File: config.mk
export PLATFORM = sky130hd
export DESIGN_NAME = alu_arbiter_flat
export DESIGN_NICKNAME = d
export VERILOG_FILES = /design/src/rtl/alu_arbiter_if.sv /design/src/rtl/alu_arbiter.sv /design/src/flat_wrapper.sv
export SDC_FILE = /design/constraint.sdc
export NUM_CORES = 1
export LEC_CHECK = 0
export BUFFER_PORTS_ARGS = -buffer_cell sky130_fd_sc_hd__buf_2
export CORE_AREA = 2 2 107 109
export DETAILED_ROUTE_END_ITERATION = 8
export DIE_AREA = 0 0 109 111
export PLACE_DENSITY = 0.81
export SLEW_MARGIN = 10
export SYNTH_ARGS = -nofsm -noshare
export SYNTH_HDL_FRONTEND = slang
export SYNTH_SLANG_ARGS = --single-unit
File: constraint.sdc
create_clock -name clk -period 2.95 [get_ports clk]
set_input_delay 0.1475 -clock clk [delete_from_list [all_inputs] [get_ports clk]]
set_output_delay 0.1475 -clock clk [all_outputs]
set_load 0.02 [all_outputs]
File: src/rtl/alu_arbiter_if.sv
// Request/response bundle between two ALU clients and the alu_arbiter.
// The master side belongs to the clients/consumer, and the slave side belongs to the arbiter.
interface alu_arbiter_if #(
    parameter int DATA_W = 32
);
    logic              req0_valid;
    logic              req0_ready;
    logic [DATA_W-1:0] req0_a;
    logic [DATA_W-1:0] req0_b;
    logic [2:0]        req0_op;

    logic              req1_valid;
    logic              req1_ready;
    logic [DATA_W-1:0] req1_a;
    logic [DATA_W-1:0] req1_b;
    logic [2:0]        req1_op;

    logic              rsp_valid;
    logic              rsp_ready;
    logic              rsp_id;
    logic [DATA_W-1:0] rsp_result;
    logic              rsp_zero;
    logic              rsp_err;

    modport master (
        output req0_valid, req0_a, req0_b, req0_op,
        input  req0_ready,
        output req1_valid, req1_a, req1_b, req1_op,
        input  req1_ready,
        input  rsp_valid, rsp_id, rsp_result, rsp_zero, rsp_err,
        output rsp_ready
    );

    modport slave (
        input  req0_valid, req0_a, req0_b, req0_op,
        output req0_ready,
        input  req1_valid, req1_a, req1_b, req1_op,
        output req1_ready,
        output rsp_valid, rsp_id, rsp_result, rsp_zero, rsp_err,
        input  rsp_ready
    );
endinterface

File: src/rtl/alu_arbiter.sv
// Round-robin sharing of one combinational 32-bit ALU between two valid/ready requesters.
// Optional feature macro ALU_ARB_ILLEGAL_OP_EN: flags opcodes 011/111 and skips the ALU pass.
module alu_arbiter #(
    parameter int DATA_W = 32
) (
    input  logic              clk,
    input  logic              reset,
    alu_arbiter_if.slave      bus,
    output logic [DATA_W-1:0] alu_srcA,
    output logic [DATA_W-1:0] alu_srcB,
    output logic [2:0]        alu_ctrl,
    input  logic [DATA_W-1:0] alu_result,
    input  logic              alu_zero
);

    typedef enum logic [1:0] {
        IDLE,
        EXEC,
        RESP
    } state_t;

    state_t            state;
    state_t            state_next;

    logic              prio;
    logic [DATA_W-1:0] op_a;
    logic [DATA_W-1:0] op_b;
    logic [2:0]        op_ctrl;
    logic              op_id;

    logic              grant_valid;
    logic              grant_id;
    logic              accept;
    logic [DATA_W-1:0] sel_a;
    logic [DATA_W-1:0] sel_b;
    logic [2:0]        sel_op;

    logic              rsp_id_q;
    logic [DATA_W-1:0] rsp_result_q;
    logic              rsp_zero_q;

    // prio only breaks ties; a lone requester always wins
    always_comb begin
        grant_valid = bus.req0_valid | bus.req1_valid;
        grant_id    = (bus.req0_valid & bus.req1_valid) ? prio : bus.req1_valid;
        sel_a       = grant_id ? bus.req1_a  : bus.req0_a;
        sel_b       = grant_id ? bus.req1_b  : bus.req0_b;
        sel_op      = grant_id ? bus.req1_op : bus.req0_op;
    end

`ifdef ALU_ARB_ILLEGAL_OP_EN
    logic sel_illegal;
    logic rsp_err_q;

    assign sel_illegal = (sel_op[1:0] == 2'b11);
`endif

    always_ff @(posedge clk) begin
        if (reset) begin
            state <= IDLE;
        end else begin
            state <= state_next;
        end
    end

    always_comb begin
        state_next     = state;
        accept         = 1'b0;
        bus.req0_ready = 1'b0;
        bus.req1_ready = 1'b0;
        bus.rsp_valid  = 1'b0;
        case (state)
            IDLE: begin
                accept         = grant_valid;
                bus.req0_ready = grant_valid & ~grant_id;
                bus.req1_ready = grant_valid &  grant_id;
                if (grant_valid) begin
`ifdef ALU_ARB_ILLEGAL_OP_EN
                    state_next = sel_illegal ? RESP : EXEC;
`else
                    state_next = EXEC;
`endif
                end
            end
            EXEC: begin
                state_next = RESP;
            end
            RESP: begin
                bus.rsp_valid = 1'b1;
                if (bus.rsp_ready) begin
                    state_next = IDLE;
                end
            end
            default: begin
                state_next = IDLE;
            end
        endcase
    end

    // Operand registers feed the ALU in every state, so its inputs only move on acceptance
    always_ff @(posedge clk) begin
        if (reset) begin
            prio    <= 1'b0;
            op_a    <= '0;
            op_b    <= '0;
            op_ctrl <= 3'b000;
            op_id   <= 1'b0;
        end else if (accept) begin
            prio    <= ~grant_id;
            op_a    <= sel_a;
            op_b    <= sel_b;
            op_ctrl <= sel_op;
            op_id   <= grant_id;
        end
    end

    always_ff @(posedge clk) begin
        if (reset) begin
            rsp_id_q     <= 1'b0;
            rsp_result_q <= '0;
            rsp_zero_q   <= 1'b0;
`ifdef ALU_ARB_ILLEGAL_OP_EN
            rsp_err_q    <= 1'b0;
`endif
        end else if (state == EXEC) begin
            rsp_id_q     <= op_id;
            rsp_result_q <= alu_result;
            rsp_zero_q   <= alu_zero;
`ifdef ALU_ARB_ILLEGAL_OP_EN
            rsp_err_q    <= 1'b0;
        end else if (accept && sel_illegal) begin
            rsp_id_q     <= grant_id;
            rsp_result_q <= '0;
            rsp_zero_q   <= 1'b0;
            rsp_err_q    <= 1'b1;
`endif
        end
    end

    assign alu_srcA       = op_a;
    assign alu_srcB       = op_b;
    assign alu_ctrl       = op_ctrl;

    assign bus.rsp_id     = rsp_id_q;
    assign bus.rsp_result = rsp_result_q;
    assign bus.rsp_zero   = rsp_zero_q;
`ifdef ALU_ARB_ILLEGAL_OP_EN
    assign bus.rsp_err    = rsp_err_q;
`else
    assign bus.rsp_err    = 1'b0;
`endif

endmodule

File: src/flat_wrapper.sv
// flat-port wrapper written by rule: the top's interface ports become plain ports
module alu_arbiter_flat 
#(
    parameter int DATA_W = 32
)
  (clk, reset, alu_srcA, alu_srcB, alu_ctrl, alu_result, alu_zero, bus_req0_valid, bus_req0_a, bus_req0_b, bus_req0_op, bus_req0_ready, bus_req1_valid, bus_req1_a, bus_req1_b, bus_req1_op, bus_req1_ready, bus_rsp_valid, bus_rsp_id, bus_rsp_result, bus_rsp_zero, bus_rsp_err, bus_rsp_ready);
  alu_arbiter_if #(.DATA_W(DATA_W)) bus_i ();
  input  logic clk;
  input  logic reset;
  output logic [DATA_W-1:0] alu_srcA;
  output logic [DATA_W-1:0] alu_srcB;
  output logic [2:0] alu_ctrl;
  input  logic [DATA_W-1:0] alu_result;
  input  logic alu_zero;
  input wire logic [$bits(bus_i.req0_valid)-1:0] bus_req0_valid;
  input wire logic [$bits(bus_i.req0_a)-1:0] bus_req0_a;
  input wire logic [$bits(bus_i.req0_b)-1:0] bus_req0_b;
  input wire logic [$bits(bus_i.req0_op)-1:0] bus_req0_op;
  output wire logic [$bits(bus_i.req0_ready)-1:0] bus_req0_ready;
  input wire logic [$bits(bus_i.req1_valid)-1:0] bus_req1_valid;
  input wire logic [$bits(bus_i.req1_a)-1:0] bus_req1_a;
  input wire logic [$bits(bus_i.req1_b)-1:0] bus_req1_b;
  input wire logic [$bits(bus_i.req1_op)-1:0] bus_req1_op;
  output wire logic [$bits(bus_i.req1_ready)-1:0] bus_req1_ready;
  output wire logic [$bits(bus_i.rsp_valid)-1:0] bus_rsp_valid;
  output wire logic [$bits(bus_i.rsp_id)-1:0] bus_rsp_id;
  output wire logic [$bits(bus_i.rsp_result)-1:0] bus_rsp_result;
  output wire logic [$bits(bus_i.rsp_zero)-1:0] bus_rsp_zero;
  output wire logic [$bits(bus_i.rsp_err)-1:0] bus_rsp_err;
  input wire logic [$bits(bus_i.rsp_ready)-1:0] bus_rsp_ready;
  assign bus_i.req0_valid = bus_req0_valid;
  assign bus_i.req0_a = bus_req0_a;
  assign bus_i.req0_b = bus_req0_b;
  assign bus_i.req0_op = bus_req0_op;
  assign bus_req0_ready = bus_i.req0_ready;
  assign bus_i.req1_valid = bus_req1_valid;
  assign bus_i.req1_a = bus_req1_a;
  assign bus_i.req1_b = bus_req1_b;
  assign bus_i.req1_op = bus_req1_op;
  assign bus_req1_ready = bus_i.req1_ready;
  assign bus_rsp_valid = bus_i.rsp_valid;
  assign bus_rsp_id = bus_i.rsp_id;
  assign bus_rsp_result = bus_i.rsp_result;
  assign bus_rsp_zero = bus_i.rsp_zero;
  assign bus_rsp_err = bus_i.rsp_err;
  assign bus_i.rsp_ready = bus_rsp_ready;
  alu_arbiter #(.DATA_W(DATA_W)) u_core (.clk(clk), .reset(reset), .bus(bus_i), .alu_srcA(alu_srcA), .alu_srcB(alu_srcB), .alu_ctrl(alu_ctrl), .alu_result(alu_result), .alu_zero(alu_zero));
endmodule
==> results of run 1 <==
[flip-flops by register name (all words and copies together), names as in the netlist, 2 cells and up]
name and flops:
u_core.alu_srcA 32, u_core.alu_srcB 32, u_core.bus.rsp_result 32, u_core.alu_ctrl 3, u_core.state 2
[worst max-delay path: stages, from the launching register on]
cell	delay (ns)
dfxtp_1	0.37
nor2_4	0.54
nand2_1	0.14
a21oi_1	0.14
buf_2	0.20
[per-stage QoR]
step                      area [µm²]  worst slack, ns  hold slack [ns]  utilization  power, mW
after detailed placement        6170             1.14            0.394        0.557       2.74
after global routing            6460            0.900           0.0205        0.583       4.08
after floorplan                 4840             1.56            0.283            -       2.37
after global placement          6170             1.19            0.388        0.557       2.72
final                           6460             1.07           0.0308        0.584       3.89
after CTS                       6460             1.05           0.0210        0.583       3.92
[cell families (layout without fill, tap and decap cells)]
logic type	Yosys count	after routing
DFF	105	105
other	1	2
buffers and inverters	75	306
and+or+nand+nor	150	150
AOI/OAI and AO/OA	241	241
[area by class of cell]
class	instances	area [µm²]
antenna	1	2.50
fill	1034	4610
inverter	2	7.51
clock buffer	9	225
tap	143	179
clock inverter	7	68.8
sequential	105	2100
multi-input combinational	392	2350
timing repair buffer	288	1530
[cells in the mapped netlist (2+ instances only)]
library cell    n
buf_4           6
nand2b_1        3
dfxtp_1       105
clkbuf_1       28
nand2_1        70
buf_1           3
o21ai_0        64
buf_8           2
nor2_1          2
nor2b_1         2
a21oi_1        85
a311oi_2       20
buf_2          28
a21oi_2        20
a311oi_1       47
o21ai_1         5
buf_6           5
nand3_1        68
nor2_2          2
[routing by layer]
metal | part of all wire | global-route usage | vias up
met5 | 0 | 0 | -
met1 | 0.40 | 0.305 | 2443
met3 | 0.081 | 0.0523 | 33
met2 | 0.49 | 0.409 | 227
li1 | - | - | 2560
met4 | 0.030 | 0.117 | 0
[power breakdown]
group          internal (mW)  switching [mW]
registers               1.57          0.0815
clock network          0.601           0.593
logic                  0.391           0.660
[worst max path at each step]
stage                                     end  slack (ns)  cells past startpoint
after global placement     u_core.alu_srcA[1]        1.19                      4
after global routing           bus_req0_ready        0.90                      4
after detailed placement  u_core.alu_srcB[26]        1.14                      4
final                          bus_req0_ready        1.07                      4
after floorplan                bus_req0_ready        1.56                      4
after CTS                      bus_req0_ready        1.05                      4
==> out/results.ini, run 1 <==
[clocking]
cts_tree = done
clkTransAtPathRegs_ns = 0.08
htree_levels = 3
cts_resized = 0
root_buffer = clkbuf_16
clock_latency_ns = 0.34
postCtsSetupRepairBufs = 0
cts_sinks = 105
hold_buffers = 0
numCtsBuffers = 9
cts_buffer_depth = 2

[synthesis]
synth_warnings = 0
ys_types = 26
synth-xor-area-share = 0
syn_area_um2 = 4840
synth-edff-count = 0
syn_inst = 572
synthAdderAreaFrac = 0
synth_area_leaders = dfxtp_1 (43%), a21oi_1 (8.8%), a311oi_1 (8.5%), nand3_1 (7.0%), o21ai_0 (6.6%)
async_flop_share = 0
synth.top_cell.area_share = 0.434
avgSynthCellArea_um2 = 8.46
yosys_register_bits = 105
synth_top_family_by_area = compound AO/OA/AOI/OAI gates
synth_seq_area_share = 0.434
synth_mux_area_frac = 0
synthSimpleGateAreaFrac = 0.139
syn_nets = 744
synth-compound-area-share = 0.343
yosysTopAreaCell = dfxtp_1
ys.flop_type = dfxtp_1

[critical_path]
worstPathArrival_ns = 1.73
ff2ff_setup_slack_ns = 1.15
critPathKind = flip-flop to output pin
cp-startpoint = u_core.state[1]
worstRegToRegCells = 4
crit_fanout = 25
cp.required_ns = 2.80
rr_startpoint = u_core.prio
r2r-end = u_core.alu_srcB[27]
start_kind = flip-flop
endpoint_kind = output pin

[sta]
finalCriticalPeriod_ns = 1.88
maxSlewHeadroom = 0.539
fin_crit_sh = 0.638
fin_skew_ns = 0.00539
setup_tns_ns = 0
max_freq_mhz = 532
grt_setup_unrepaired = no
setup_violations = 0
finalMaxSlewViolations = 0
tightest_slew_ns = 0.691
final-hold-violation-count = 0

[route]
routed_wl_um = 15400
drc = 0
drtPass1Iterations = 5
first_iter_violations = 372
ant_nets = 0
vias = 5263
wl_per_cell_um = 16.2
routed_via_density = 5.56

[outcome]
outcome = completed

[die]
initial_core_util = 0.437
rows = 39
ios = 277
fp.dieH_um = 111
dieArea_um2 = 12100
die_w_um = 109
core_area_um2 = 11100

[global_route]
grt_pass1_vias = 4866
antenna_found_initial = 1
grt_max_degree = 62
gr-total-overflow = 0
track_usage = 0.248
grt_pass1_wl_um = 24000

[place]
hpwl_um = 10400
gp_congestion = 0.803
io_buffer_count = 275
dpl.cell_count = 930

[power_and_ir_drop]
power_density_nw_per_um2 = 602
ir_drop_mv = 0.261
leakagePower_nw = 2.82

[finish]
final_common_cell = buf_2
area_growth_pct = 33.6
drive_above_1_share = 0.438
layout.cells.non_filler = 947
mostFrequentLayoutCells = buf_2 (274), dfxtp_1 (105), a21oi_1 (85)
finalNetCount = 970

[job]
maxCapViolations = 0

[min_path]
hp-class = primary input to flip-flop
hold_path_depth = 3
min_from = alu_result[23]
hold_end = u_core.bus.rsp_result[23]

Note: power is estimated with default switching activity, not from simulation.
==> inputs of run 2 (changes only) <==
Settings changed: CORE_AREA 2 2 107 109 to default, CORE_MARGIN from default to 2, CORE_UTILIZATION from default to 40, DIE_AREA 0 0 109 111 to default, PLACE_DENSITY 0.81 to 0.77.
Clock period 2.95 ns to 1.7 ns, I/O delays scaled along.
==> out/results.ini, run 2 (synthesis results as in run 1) <==
[die]
fp.dieH_um = 114  ; +2.7%
core_area_um2 = 11900  ; +7.5%
rows = 40  ; +2.6%
initial_core_util = 0.406  ; -0.0306
die_w_um = 114  ; +4.6%
dieArea_um2 = 13000  ; +7.4%
ios = 277  ; unchanged

[place]
hpwl_um = 11100  ; +6.4%
gp_congestion = 0.802  ; about the same
io_buffer_count = 275  ; unchanged
place_ws_ns = 0.244  ; -0.898 ns

[critical_path]
rr_startpoint = u_core.state[1]
ff2ff_setup_slack_ns = 0.26  ; -0.89 ns
r2r-end = u_core.alu_srcA[23]
worstRegToRegCells = 4  ; unchanged
worstPathArrival_ns = 1.49  ; -0.24 ns
endpoint_kind = output pin
cp.required_ns = 1.62  ; -1.18 ns
critPathKind = flip-flop to output pin
start_kind = flip-flop
crit_fanout = 37  ; +48%

[finish]
finalNetCount = 1020  ; +5.2%
area_growth_pct = 45.0
drive_above_1_share = 0.427  ; -0.0116
final_common_cell = buf_2
n_antenna_cell = 0  ; -1
mostFrequentLayoutCells = buf_2 (274), dfxtp_1 (105), a21oi_1 (85)

[global_route]
antenna_found_initial = 0  ; -1
grt_max_degree = 45  ; -27%
gr-total-overflow = 0  ; unchanged
track_usage = 0.251  ; +0.00270
grt_pass1_wl_um = 26300  ; +9.6%
grt_pass1_vias = 5309  ; +9.1%

[outcome]
outcome = completed

[min_path]
min_from = bus_req1_b[25]
hp-class = primary input to flip-flop
hold_end = u_core.alu_srcB[25]
hold_path_depth = 3  ; unchanged

[sta]
setup_violations = 0  ; unchanged
fin_ws_ns = 0.121  ; -0.948 ns
fin_skew_ns = 0.00942  ; +0.00403 ns
grt_setup_unrepaired = no
max_freq_mhz = 633
fin_crit_sh = 0.929
finalCriticalPeriod_ns = 1.58
setup_tns_ns = 0  ; unchanged
final-hold-violation-count = 0  ; unchanged
finalMaxSlewViolations = 0  ; unchanged

[clocking]
cts_resized = 0  ; unchanged
root_buffer = clkbuf_16
clkTransAtPathRegs_ns = 0.08  ; about the same
cts_tree = done
numCtsBuffers = 9  ; unchanged
clock_latency_ns = 0.35  ; about the same
cts_buffer_depth = 2  ; unchanged
htree_levels = 3  ; unchanged
cts_sinks = 105  ; unchanged

[route]
drtPass1Iterations = 5  ; unchanged
ant_nets = 0  ; unchanged
vias = 5613  ; +6.7%
routed_wl_um = 16900  ; +9.9%
wl_per_cell_um = 16.9  ; +4.1%
first_iter_violations = 652  ; +75%
drc = 0  ; unchanged
routed_via_density = 5.61  ; +1.0%

[job]
maxCapViolations = 0  ; unchanged

[power_and_ir_drop]
leakagePower_nw = 3.07  ; +8.6%
power_density_nw_per_um2 = 994  ; +65%
ir_drop_mv = 0.472  ; +81%

## run 2: layout make-up
| type | instances | area [µm²] |
|---|---|---|
| flip-flops and latches | 105 | 2100 |
| clock inverters | 7 | 86.3 |
| multi-input cells | 392 | 2350 |
| fillers | 1045 | 4890 |
| clock buffers | 9 | 225 |
| repair buffers | 338 | 2060 |
| well taps | 147 | 184 |
| inverters | 2 | 7.51 |
## run 2: how the worst max path moves through the flow
| stage | to | cells past startpoint | from | slack [ns] |
|---|---|---|---|---|
| after floorplan | bus_req0_ready | 4 | u_core.state[1] | 0.38 |
| after global placement | u_core.alu_srcB[27] | 4 | u_core.state[1] | 0.32 |
| after detailed placement | u_core.alu_srcB[27] | 4 | u_core.state[1] | 0.24 |
| after CTS | bus_req1_ready | 5 | u_core.prio | 0.09 |
| after global routing | bus_req1_ready | 5 | u_core.prio | 0.01 |
| final | bus_req1_ready | 5 | u_core.prio | 0.12 |
## run 2: power by group
part / internal (mW) / leakage, nW / total, mW / switching (mW)
combinational: 0.787 / 2.05 / 1.98 / 1.19
clock: 1.07 / 0.152 / 2.13 / 1.06
sequential: 2.72 / 0.867 / 2.86 / 0.142
## run 2: repair_timing
action                    in CTS  in global routing
setup buffers                  0                  0
hold endpoints to repair      38                  0
hold buffers                  38                  0
## run 2: through the flow
| step | cell area [µm²] | util | power, mW | hold slack, ns | std cells |
|---|---|---|---|---|---|
| finish | 7020 | 0.589 | 6.97 | 0.0130 | 1000 |
| global route | 7020 | 0.589 | 7.31 | 0.00941 | 1000 |
| CTS | 7020 | 0.589 | 7.01 | 0.00167 | 1000 |
| detailed placement | 6320 | 0.531 | 4.82 | 0.333 | 946 |
| global placement | 6320 | 0.531 | 4.79 | 0.325 | 946 |
| floorplan | 4840 | - | 4.12 | 0.221 | 572 |
## run 2: worst max-delay path: stages (launching register included)
cell and delay [ns]:
dfxtp_1 0.35, nand2b_2 0.18, buf_12 0.22, nand3_1 0.14
inv_1 0.07, buf_2 0.18
## run 2: routing by layer
layer,part of all wire,vias to the layer above,global-route usage
li1,-,2665,-
met4,0.022,0,0.107
met1,0.41,2636,0.309
met2,0.49,279,0.426
met3,0.075,33,0.0510
met5,0,-,0
==> inputs of run 3 (changes only) <==
Settings changed: MAX_ROUTING_LAYER from default to met4.
==> out/results.ini, run 3 (synthesis results as in run 1) <==
[clocking]
root_buffer = clkbuf_16
cts_buffer_depth = 2  ; unchanged
numCtsBuffers = 9  ; unchanged
clkTransAtPathRegs_ns = 0.08  ; about the same
cts_sinks = 105  ; unchanged
htree_levels = 3  ; unchanged
cts_tree = done
clock_latency_ns = 0.35  ; about the same

[global_route]
grt_most_used_layer = met2
grt_max_degree = 45  ; unchanged
gr-total-overflow = 0  ; unchanged
grt_pass1_vias = 5302  ; -0.13%
track_usage = 0.259  ; +0.00785
grt_use_met1 = 0.317  ; +0.00761
antenna_found_initial = 0  ; unchanged
grt_pass1_wl_um = 26300  ; -0.13%
use_met3 = 0.0441  ; -0.00691
grtUsageMet2 = 0.425  ; -0.00119

[power_and_ir_drop]
leakagePower_nw = 3.07  ; unchanged
total_power_mw = 6.97  ; about the same
ir_drop_mv = 0.470  ; -0.43%
power_density_nw_per_um2 = 994  ; about the same

[finish]
area_growth_pct = 45.0  ; unchanged
drive_above_1_share = 0.427  ; unchanged
postLayoutCellArea_um2 = 7020  ; unchanged
finalNetCount = 1020  ; unchanged
mostFrequentLayoutCells = buf_2 (274), dfxtp_1 (105), a21oi_1 (85)
n_antenna_cell = 0  ; unchanged
final_common_cell = buf_2

[sta]
setup_violations = 0  ; unchanged
fin_crit_sh = 0.930  ; +0.00125
finalMaxSlewViolations = 0  ; unchanged
final-hold-violation-count = 0  ; unchanged
fin_skew_ns = 0.00889  ; -0.000532 ns
fin_ws_ns = 0.119  ; -0.00212 ns
finalCriticalPeriod_ns = 1.58  ; +0.00212 ns
max_freq_mhz = 632  ; -0.13%
grt_setup_unrepaired = no
setup_tns_ns = 0  ; unchanged

[critical_path]
endpoint_kind = output pin
worstPathArrival_ns = 1.50  ; about the same
critPathKind = flip-flop to output pin
cp-startpoint = u_core.prio
crit_fanout = 37  ; unchanged
ff2ff_setup_slack_ns = 0.26  ; about the same
cp.required_ns = 1.62  ; about the same
rr_startpoint = u_core.state[1]
start_kind = flip-flop

[route]
ant_nets = 0  ; unchanged
drc = 0  ; unchanged
first_iter_violations = 615  ; -5.7%
vias = 5605  ; -0.14%
wl_per_cell_um = 16.9  ; about the same
routed_wl_um = 16900  ; about the same
routed_via_density = 5.61  ; -0.14%
drtPass1Iterations = 4  ; -1

[place]
io_buffer_count = 275  ; unchanged
place_area_um2 = 6320  ; unchanged
hpwl_um = 11100  ; unchanged
place_ws_ns = 0.244  ; unchanged
gp_congestion = 0.814  ; +1.4%

[job]
maxCapViolations = 0  ; unchanged

[min_path]
min_from = bus_req1_a[6]
hp-class = primary input to flip-flop

[die]
core_area_um2 = 11900  ; unchanged
initial_core_util = 0.406  ; unchanged
rows = 40  ; unchanged
die_w_um = 114  ; unchanged
fp.dieH_um = 114  ; unchanged
dieArea_um2 = 13000  ; unchanged
ios = 277  ; unchanged

[outcome]
outcome = completed

==> run 3: through the flow <==
| stage | std cells | utilization | hold slack, ns |
|---|---|---|---|
| after floorplan | 572 | - | 0.221 |
| after global placement | 946 | 0.531 | 0.325 |
| after detailed placement | 946 | 0.531 | 0.333 |
| after CTS | 1000 | 0.589 | 0.00167 |
| after global routing | 1000 | 0.589 | 0.00760 |
| final | 1000 | 0.589 | 0.0117 |
==> run 3: report_power, final <==
part / switching [mW] / internal, mW / total, mW
clock network: 1.06 / 1.07 / 2.13
logic: 1.19 / 0.787 / 1.98
registers: 0.141 / 2.72 / 2.86
==> run 3: final cells by class <==
cell class	count	area [µm²]
fill	1045	4890
clock inverter	7	86.3
sequential	105	2100
tap	147	184
timing repair buffer	338	2060
inverter	2	7.51
clock buffer	9	225
multi-input combinational	392	2350
==> run 3: worst paths after layout <==
check                                    to  cells past startpoint
hold / removal           u_core.alu_srcA[6]                      3
hold reg to reg   u_core.bus.rsp_result[17]                      2
setup / recovery             bus_req1_ready                      5
setup reg to reg        u_core.alu_srcB[27]                      4
==> run 3: routing by layer <==
metal	routed length [µm]	share of wire
met1	6970	0.41
met2	8320	0.49
met3	1190	0.071
met4	395	0.023
met5	0	0
==> run 3: critical path, cell delays in order, from the launching register on <==
cell and delay, ns:
dfxtp_1 0.35, nand2b_2 0.18, buf_12 0.22, nand3_1 0.14, inv_1 0.07, buf_2 0.18
==> run 3: what timing repair did <==
item	4_1_cts	5_1_grt
resized for setup	0	0
hold endpoints to repair	38	0
buffers inserted	0	0
hold buffers	38	0
